$ cat src/rtl/alu_issue_stage.sv
// ============================================================================
// Module      : alu_issue_stage
// Description : Decode/issue stage feeding the 16-bit ALU. Translates
//               ALUOp/funct into ALU_CTRL and holds up to two packets
//               (output register plus skid) under downstream backpressure.
//               Optional statistics counters: define ALU_ISSUE_STATS_EN.
// Revision    : 1.0  initial release
// ============================================================================
`default_nettype none

module alu_issue_stage #(
    parameter int DATA_W = 16,
    parameter int CTRL_W = 4
) (
    input  logic              clk,
    input  logic              rst,
    input  logic              in_valid,
    output logic              in_ready,
    input  logic [1:0]        in_aluop,
    input  logic [5:0]        in_funct,
    input  logic [DATA_W-1:0] in_src1,
    input  logic [DATA_W-1:0] in_src2,
    output logic              out_valid,
    input  logic              out_ready,
    output logic [CTRL_W-1:0] out_alu_ctrl,
    output logic [DATA_W-1:0] out_src1,
    output logic [DATA_W-1:0] out_src2,
`ifdef ALU_ISSUE_STATS_EN
    output logic [15:0]       issue_count,
    output logic [15:0]       illegal_count,
`endif
    output logic              err_illegal
);

    localparam logic [1:0] c_ST_EMPTY = 2'd0;
    localparam logic [1:0] c_ST_ONE   = 2'd1;
    localparam logic [1:0] c_ST_TWO   = 2'd2;

    localparam logic [CTRL_W-1:0] c_CTRL_ADD = CTRL_W'(4'b0010);
    localparam logic [CTRL_W-1:0] c_CTRL_SUB = CTRL_W'(4'b1010);
    localparam logic [CTRL_W-1:0] c_CTRL_SLT = CTRL_W'(4'b1011);

    localparam logic [5:0] c_FUNCT_ADD = 6'b100000;
    localparam logic [5:0] c_FUNCT_SUB = 6'b100010;
    localparam logic [5:0] c_FUNCT_SLT = 6'b101010;

    logic [1:0]        state_q, state_d;
    logic              in_ready_q, in_ready_d;
    logic              out_valid_q, out_valid_d;
    logic              err_q, err_d;
    logic [CTRL_W-1:0] out_ctrl_q, out_ctrl_d;
    logic [DATA_W-1:0] out_src1_q, out_src1_d;
    logic [DATA_W-1:0] out_src2_q, out_src2_d;
    logic [CTRL_W-1:0] skid_ctrl_q, skid_ctrl_d;
    logic [DATA_W-1:0] skid_src1_q, skid_src1_d;
    logic [DATA_W-1:0] skid_src2_q, skid_src2_d;

    logic              w_legal;
    logic [CTRL_W-1:0] w_ctrl;
    logic              w_accept;
    logic              w_acc_legal;
    logic              w_xfer;

    // Instruction decode
    always_comb begin
        w_legal = 1'b1;
        w_ctrl  = c_CTRL_ADD;
        case (in_aluop)
            2'b00: w_ctrl = c_CTRL_ADD;
            2'b01: w_ctrl = c_CTRL_SUB;
            2'b10: begin
                case (in_funct)
                    c_FUNCT_ADD: w_ctrl = c_CTRL_ADD;
                    c_FUNCT_SUB: w_ctrl = c_CTRL_SUB;
                    c_FUNCT_SLT: w_ctrl = c_CTRL_SLT;
                    default:     w_legal = 1'b0;
                endcase
            end
            default: w_legal = 1'b0;
        endcase
    end

    assign w_accept    = in_valid && in_ready_q;
    assign w_acc_legal = w_accept && w_legal;
    assign w_xfer      = out_valid_q && out_ready;

    always_comb begin
        state_d     = state_q;
        out_ctrl_d  = out_ctrl_q;
        out_src1_d  = out_src1_q;
        out_src2_d  = out_src2_q;
        skid_ctrl_d = skid_ctrl_q;
        skid_src1_d = skid_src1_q;
        skid_src2_d = skid_src2_q;
        case (state_q)
            c_ST_EMPTY: begin
                if (w_acc_legal) begin
                    state_d    = c_ST_ONE;
                    out_ctrl_d = w_ctrl;
                    out_src1_d = in_src1;
                    out_src2_d = in_src2;
                end
            end
            c_ST_ONE: begin
                if (w_acc_legal && w_xfer) begin
                    out_ctrl_d = w_ctrl;
                    out_src1_d = in_src1;
                    out_src2_d = in_src2;
                end else if (w_acc_legal) begin
                    state_d     = c_ST_TWO;
                    skid_ctrl_d = w_ctrl;
                    skid_src1_d = in_src1;
                    skid_src2_d = in_src2;
                end else if (w_xfer) begin
                    state_d = c_ST_EMPTY;
                end
            end
            c_ST_TWO: begin
                // in_ready is low here, so only a drain can happen
                if (w_xfer) begin
                    state_d     = c_ST_ONE;
                    out_ctrl_d  = skid_ctrl_q;
                    out_src1_d  = skid_src1_q;
                    out_src2_d  = skid_src2_q;
                    skid_ctrl_d = '0;
                    skid_src1_d = '0;
                    skid_src2_d = '0;
                end
            end
            default: state_d = c_ST_EMPTY;
        endcase
        // Handshake flags are registered copies of the next occupancy
        out_valid_d = (state_d != c_ST_EMPTY);
        in_ready_d  = (state_d != c_ST_TWO);
        err_d       = w_accept && !w_legal;
    end

    always_ff @(posedge clk or posedge rst) begin
        if (rst) begin
            state_q     <= c_ST_EMPTY;
            in_ready_q  <= 1'b1;
            out_valid_q <= 1'b0;
            err_q       <= 1'b0;
            out_ctrl_q  <= '0;
            out_src1_q  <= '0;
            out_src2_q  <= '0;
            skid_ctrl_q <= '0;
            skid_src1_q <= '0;
            skid_src2_q <= '0;
        end else begin
            state_q     <= state_d;
            in_ready_q  <= in_ready_d;
            out_valid_q <= out_valid_d;
            err_q       <= err_d;
            out_ctrl_q  <= out_ctrl_d;
            out_src1_q  <= out_src1_d;
            out_src2_q  <= out_src2_d;
            skid_ctrl_q <= skid_ctrl_d;
            skid_src1_q <= skid_src1_d;
            skid_src2_q <= skid_src2_d;
        end
    end

    assign in_ready     = in_ready_q;
    assign out_valid    = out_valid_q;
    assign out_alu_ctrl = out_ctrl_q;
    assign out_src1     = out_src1_q;
    assign out_src2     = out_src2_q;
    assign err_illegal  = err_q;

`ifdef ALU_ISSUE_STATS_EN
    logic [15:0] issue_cnt_q, issue_cnt_d;
    logic [15:0] illegal_cnt_q, illegal_cnt_d;

    // Saturating event counters
    always_comb begin
        issue_cnt_d   = issue_cnt_q;
        illegal_cnt_d = illegal_cnt_q;
        if (w_xfer && (issue_cnt_q != 16'hFFFF)) begin
            issue_cnt_d = issue_cnt_q + 16'd1;
        end
        if (w_accept && !w_legal && (illegal_cnt_q != 16'hFFFF)) begin
            illegal_cnt_d = illegal_cnt_q + 16'd1;
        end
    end

    always_ff @(posedge clk or posedge rst) begin
        if (rst) begin
            issue_cnt_q   <= '0;
            illegal_cnt_q <= '0;
        end else begin
            issue_cnt_q   <= issue_cnt_d;
            illegal_cnt_q <= illegal_cnt_d;
        end
    end

    assign issue_count   = issue_cnt_q;
    assign illegal_count = illegal_cnt_q;
`endif

endmodule

`default_nettype wire

$ cat config.mk
export PLATFORM = sky130hd
export DESIGN_NAME = alu_issue_stage
export DESIGN_NICKNAME = d
export VERILOG_FILES = /design/src/rtl/alu_issue_stage.sv
export SDC_FILE = /design/constraint.sdc
export NUM_CORES = 1
export LEC_CHECK = 0
export CELL_PAD_IN_SITES_DETAIL_PLACEMENT = 0
export CELL_PAD_IN_SITES_GLOBAL_PLACEMENT = 2
export CORE_MARGIN = 4
export CORE_UTILIZATION = 30
export DETAILED_ROUTE_END_ITERATION = 8
export PLACE_DENSITY = 0.88
export SETUP_SLACK_MARGIN = 0.2
export SLEW_MARGIN = 5
export SYNTH_ARGS = -nofsm -noshare
export SYNTH_HDL_FRONTEND = slang
export SYNTH_SLANG_ARGS = --single-unit
export TNS_END_PERCENT = 10
$ cat constraint.sdc
create_clock -name clk -period 4.4 [get_ports clk]
set_input_delay 0.88 -clock clk [delete_from_list [all_inputs] [get_ports clk]]
set_output_delay 0.88 -clock clk [all_outputs]
set_load 0.02 [all_outputs]
==> metrics.md <==
| Metric | Value |
|---|---|
| Max-cap violations | 0 |
| Static leakage | between 2 and 2.5 nW |
| Worst ir drop on vdd | 0.0002802 V |
| Proportion of total power due to net switching | 0.3252 |
| Synthesized area divided by synthesized cell count | ~11 µm² |
| Remaining design rule violation count | 0 |
| Largest area contributor in the synthesized netlist | sky130_fd_sc_hd__dfrtp_1 |
| Worst endpoint data arrival time | 3590 ps |
| Commonest cells in the netlist | sky130_fd_sc_hd__dfrtp_1, sky130_fd_sc_hd__nand2_1, sky130_fd_sc_hd__inv_1 |
| Cell area power density | 644.7 nW/µm² |
| R2r setup slk | slightly below 2000 ps |
| Sequential fraction of design power | 0.376 |
| Antenna diode count | 0 |
| XOR/XNOR Fraction of Synth Area | 0 |
| Clock tree from TritonCTS | built |
| Outcome | completed |
| Initial core utilization | 0.3065 |
| Worst Hold Class | flop to flop |
| Wire length of the first global-routing pass | ~14 mm |
| Post-detailed-placement half-perimeter wirelength | ~5.5 mm |
| Ranking of synthesized cells by area | sky130_fd_sc_hd__dfrtp_1, sky130_fd_sc_hd__mux2_4, sky130_fd_sc_hd__mux2i_1 |
| Share of the synthesized area in the top cell type | 0.5031 |
| Detailed Route Iter0 Violations | between 100 and 150 |
| Hold_ws | 484.3 ps |
| Port buffer count | a little over 80 |
| CP Class | input port to flop |
| Final total power | approximately 0.0032 W |
| Start point of the worst min-delay path | skid_ctrl_q[1] |
| Max Clock Skew | roughly 5.8 ps |
| Clock latency at the later pin of the worst-skew pair | 330 ps |
| Warnings from Yosys | 0 |
| Number of pins with negative max-slew slack in the final report | 0 |
| Number of optimization iterations in the first detailed-route pass | 4 |
| Final cell count without fillers | about 570 |
| Number of storage elements in the synthesis netlist | 75 |
| IO Pins | between 80 and 90 |
| Int Power | ~0.0021 W |
| Combinational fraction of design power | 0.395 |
| Die Height | approximately 120 µm |
| Endpoint of the lowest-slack register-to-register path | out_src2[4] |
| X dimension of the die | about 120 µm |
| Gate Count Post-Synth | between 300 and 400 |
| Min Clock Period, post-route | between 3000 and 4000 ps |
| Instance count along the most critical hold path | 1 |
| Post-CTS sizing | 0 |
| Most common cell in the netlist | sky130_fd_sc_hd__dfrtp_1 |
| Post-synth cell types | 32 |
| Global Route Usage Sum | 0.1219 |
| Routed via count divided by cell count | between 4 and 5 |
| Area of the mapped netlist | 3681 µm² |
| Net load switching power | 0.001029 W |
| Maximum buffer depth of the clock tree | 2 |
| Crit Reg-Reg Startpoint | state_q[0] |
| Number of H-tree levels | 3 |
| Fin crit share | 0.7672 |
| Die Area | between 10000 and 15000 µm² |
| Setup TNS Final | 0 ps |
| Total clock buffers created by CTS | 9 |
| Core area | approximately 12000 µm² |
| Post-synthesis simple-gate area fraction | 0.09993 |
| Type of origin of the critical path | input port |
| Endpoint, Worst Hold | skid_ctrl_q[1] |
| Syn-to-layout area delta | 33.34% |
| Cell count after placement | 553 |
| Number of placement rows | 40 |
| Total number of clock tree sinks | 75 |
| Vias | 2574 |
| Pin count of the biggest net entering global routing | 69 |
| Share of power burned in the clock network | 0.229 |
| Grt total ovfl | 0 |
| Layout cells sized above 1 | 0.1544 |
| Antenna-violating nets left | 0 |
| Post-Route WL | 8.142 mm |
| Routed WL per cell | between 10 and 15 µm |
| Critical-path maximum fanout | 20 |
| Synth Area in Compound Gates | 0.07512 |
| Slew headroom | 0.3224 |
| # hold bufs at CTS | 0 |
| Initial antenna violation count | 0 |
| Final Hold Vio Count | 0 |
| Combinational family with the most area after synthesis | multiplexers |
| Share of async-settable or async-resettable flops after synthesis | 1.000 |
| Final standard cell utilization of the core | 0.4086 |
| Root buffer selected by CTS | sky130_fd_sc_hd__clkbuf_16 |
| Top_reg_cell synth | sky130_fd_sc_hd__dfrtp_1 |
| Unrepaired setup endpoints after global routing | no |
| Setup violation total in the final timing report | 0 |
| Gp weighted congestion | slightly above 0.7 |
| Share of synthesized cell area in full adder, half adder and majority cells | 0.01360 |
| Worst Setup End Kind | flop |
| Worst-case reg-to-reg path depth | 5 |
| Number of enable flip-flop cells after synthesis | 0 |
| Net count of the mapped netlist | between 300 and 400 |
| Number of nets in the layout | around 470 |
| Fmax | ~0.3 GHz |
| Post-CTS Repair Setup Buffers | 0 |
| Clock-pin slew on the worst setup and hold paths | approximately 60 ps |
| Required time worst endpoint | about 4600 ps |
| Slew at the pin with the worst max-slew slack | 1016 ps |
| Proportion of synthesized area in mux cells | 0.2277 |
| Number of global-route vias before repair | between 2000 and 3000 |
| Register area share after synthesis | 0.5102 |
==> cell type report <==
cell class | instances | area (µm²)
Clock buffer | 10 | 239.0
Clock inverter | 5 | 53.80
Fill cell | 1179 | 7103
Inverter | 37 | 140.1
Multi-Input combinational cell | 206 | 1550
Sequential cell | 75 | 1878
Tap cell | 147 | 183.9
Timing Repair Buffer | 88 | 863.3
==> worst max-delay path: stages <==
cell                              delay (ps)
sky130_fd_sc_hd__clkdlybuf4s50_1         510
sky130_fd_sc_hd__inv_1                    80
sky130_fd_sc_hd__ha_1                    190
sky130_fd_sc_hd__o21bai_1                220
sky130_fd_sc_hd__o31ai_4                 160
sky130_fd_sc_hd__a31oi_4                 810
sky130_fd_sc_hd__buf_4                   370
sky130_fd_sc_hd__mux2_2                  350
==> power by group through the flow <==
stage                     clock [W]  sequential [W]  combinational, W
after global routing       0.000779         0.00123           0.00135
after detailed placement          0         0.00120           0.00127
final                      0.000723         0.00119           0.00125
after CTS                  0.000749         0.00119           0.00127
after global placement            0         0.00119           0.00124
after floorplan                   0         0.00137          0.000589
==> how the worst max path moves through the flow <==
stage | start | endpoint | cells after the start
finish | in_aluop[0] | out_src2[4] | 8
floorplan | rst | err_illegal | 1
CTS | in_aluop[0] | out_src2[4] | 8
detailed placement | in_aluop[1] | out_src2[4] | 8
global placement | in_aluop[1] | out_src2[3] | 8
global route | in_aluop[1] | out_src2[5] | 8
==> layout by cell type (no fill, tap or decap) <==
master | synthesis | final
sky130_fd_sc_hd__a21o_1 | 2 | 2
sky130_fd_sc_hd__clkinv_4 | 0 | 1
sky130_fd_sc_hd__a311o_1 | 1 | 1
sky130_fd_sc_hd__bufinv_16 | 0 | 1
sky130_fd_sc_hd__ha_1 | 4 | 4
sky130_fd_sc_hd__clkinv_2 | 0 | 4
sky130_fd_sc_hd__a31oi_4 | 1 | 1
sky130_fd_sc_hd__mux2_2 | 6 | 6
sky130_fd_sc_hd__clkbuf_16 | 0 | 9
sky130_fd_sc_hd__or4b_4 | 1 | 1
sky130_fd_sc_hd__o31ai_4 | 1 | 1
sky130_fd_sc_hd__a21oi_1 | 1 | 1
sky130_fd_sc_hd__o21bai_1 | 1 | 1
sky130_fd_sc_hd__nor2b_4 | 0 | 1
sky130_fd_sc_hd__nor2_1 | 4 | 4
sky130_fd_sc_hd__a32oi_1 | 1 | 1
sky130_fd_sc_hd__conb_1 | 1 | 1
sky130_fd_sc_hd__dfstp_2 | 1 | 1
sky130_fd_sc_hd__inv_1 | 37 | 36
sky130_fd_sc_hd__clkbuf_8 | 0 | 1
sky130_fd_sc_hd__and3_1 | 1 | 1
sky130_fd_sc_hd__clkdlybuf4s50_1 | 0 | 81
sky130_fd_sc_hd__dfrtp_1 | 74 | 74
sky130_fd_sc_hd__nand3_2 | 0 | 1
sky130_fd_sc_hd__mux2_4 | 28 | 28
sky130_fd_sc_hd__mux2i_1 | 35 | 35
sky130_fd_sc_hd__nor3_1 | 1 | 1
sky130_fd_sc_hd__a22o_1 | 1 | 1
sky130_fd_sc_hd__or2_2 | 1 | 1
sky130_fd_sc_hd__nand2_1 | 73 | 73
sky130_fd_sc_hd__buf_4 | 1 | 7
sky130_fd_sc_hd__o21ai_0 | 34 | 34
sky130_fd_sc_hd__nor2b_1 | 2 | 1
sky130_fd_sc_hd__o31a_1 | 1 | 1
sky130_fd_sc_hd__nand2b_1 | 2 | 2
sky130_fd_sc_hd__and3b_2 | 0 | 1
sky130_fd_sc_hd__nand4b_1 | 1 | 1
==> state kept, by name, indices dropped and copies added, names as in the netlist <==
signal,count
skid_ctrl_q,3
in_ready,1
out_valid,1
skid_src1_q,16
out_src1,16
skid_src2_q,16
out_src2,16
out_alu_ctrl,3
err_illegal,1
state_q,2
==> kinds of logic after synthesis <==
| group | after synthesis |
|---|---|
| AOI/OAI and AO/OA | 44 |
| muxes | 69 |
| DFF | 75 |
| adders and majority gates | 4 |
| other | 1 |
| and+or+nand+nor | 88 |
| buffers and inverters | 56 |
==> per-layer routing <==
metal,routed length [µm],vias to the layer above,track usage
li1,-,1259,-
met1,3628,1232,0.1493
met2,3905,68,0.2021
met3,484,15,0.04115
met4,124,0,0.03910
met5,0,-,0
==> metrics by stage <==
stage          instance area [µm²]  worst slack [ps]
2_1_floorplan                 3681              1612
3_3_place_gp                  4616             701.2
3_5_place_dp                  4616             625.9
4_1_cts                       4908             989.7
5_1_grt                       4908             908.0
6_report                      4908              1024
Power figures use the tool's default switching activity.
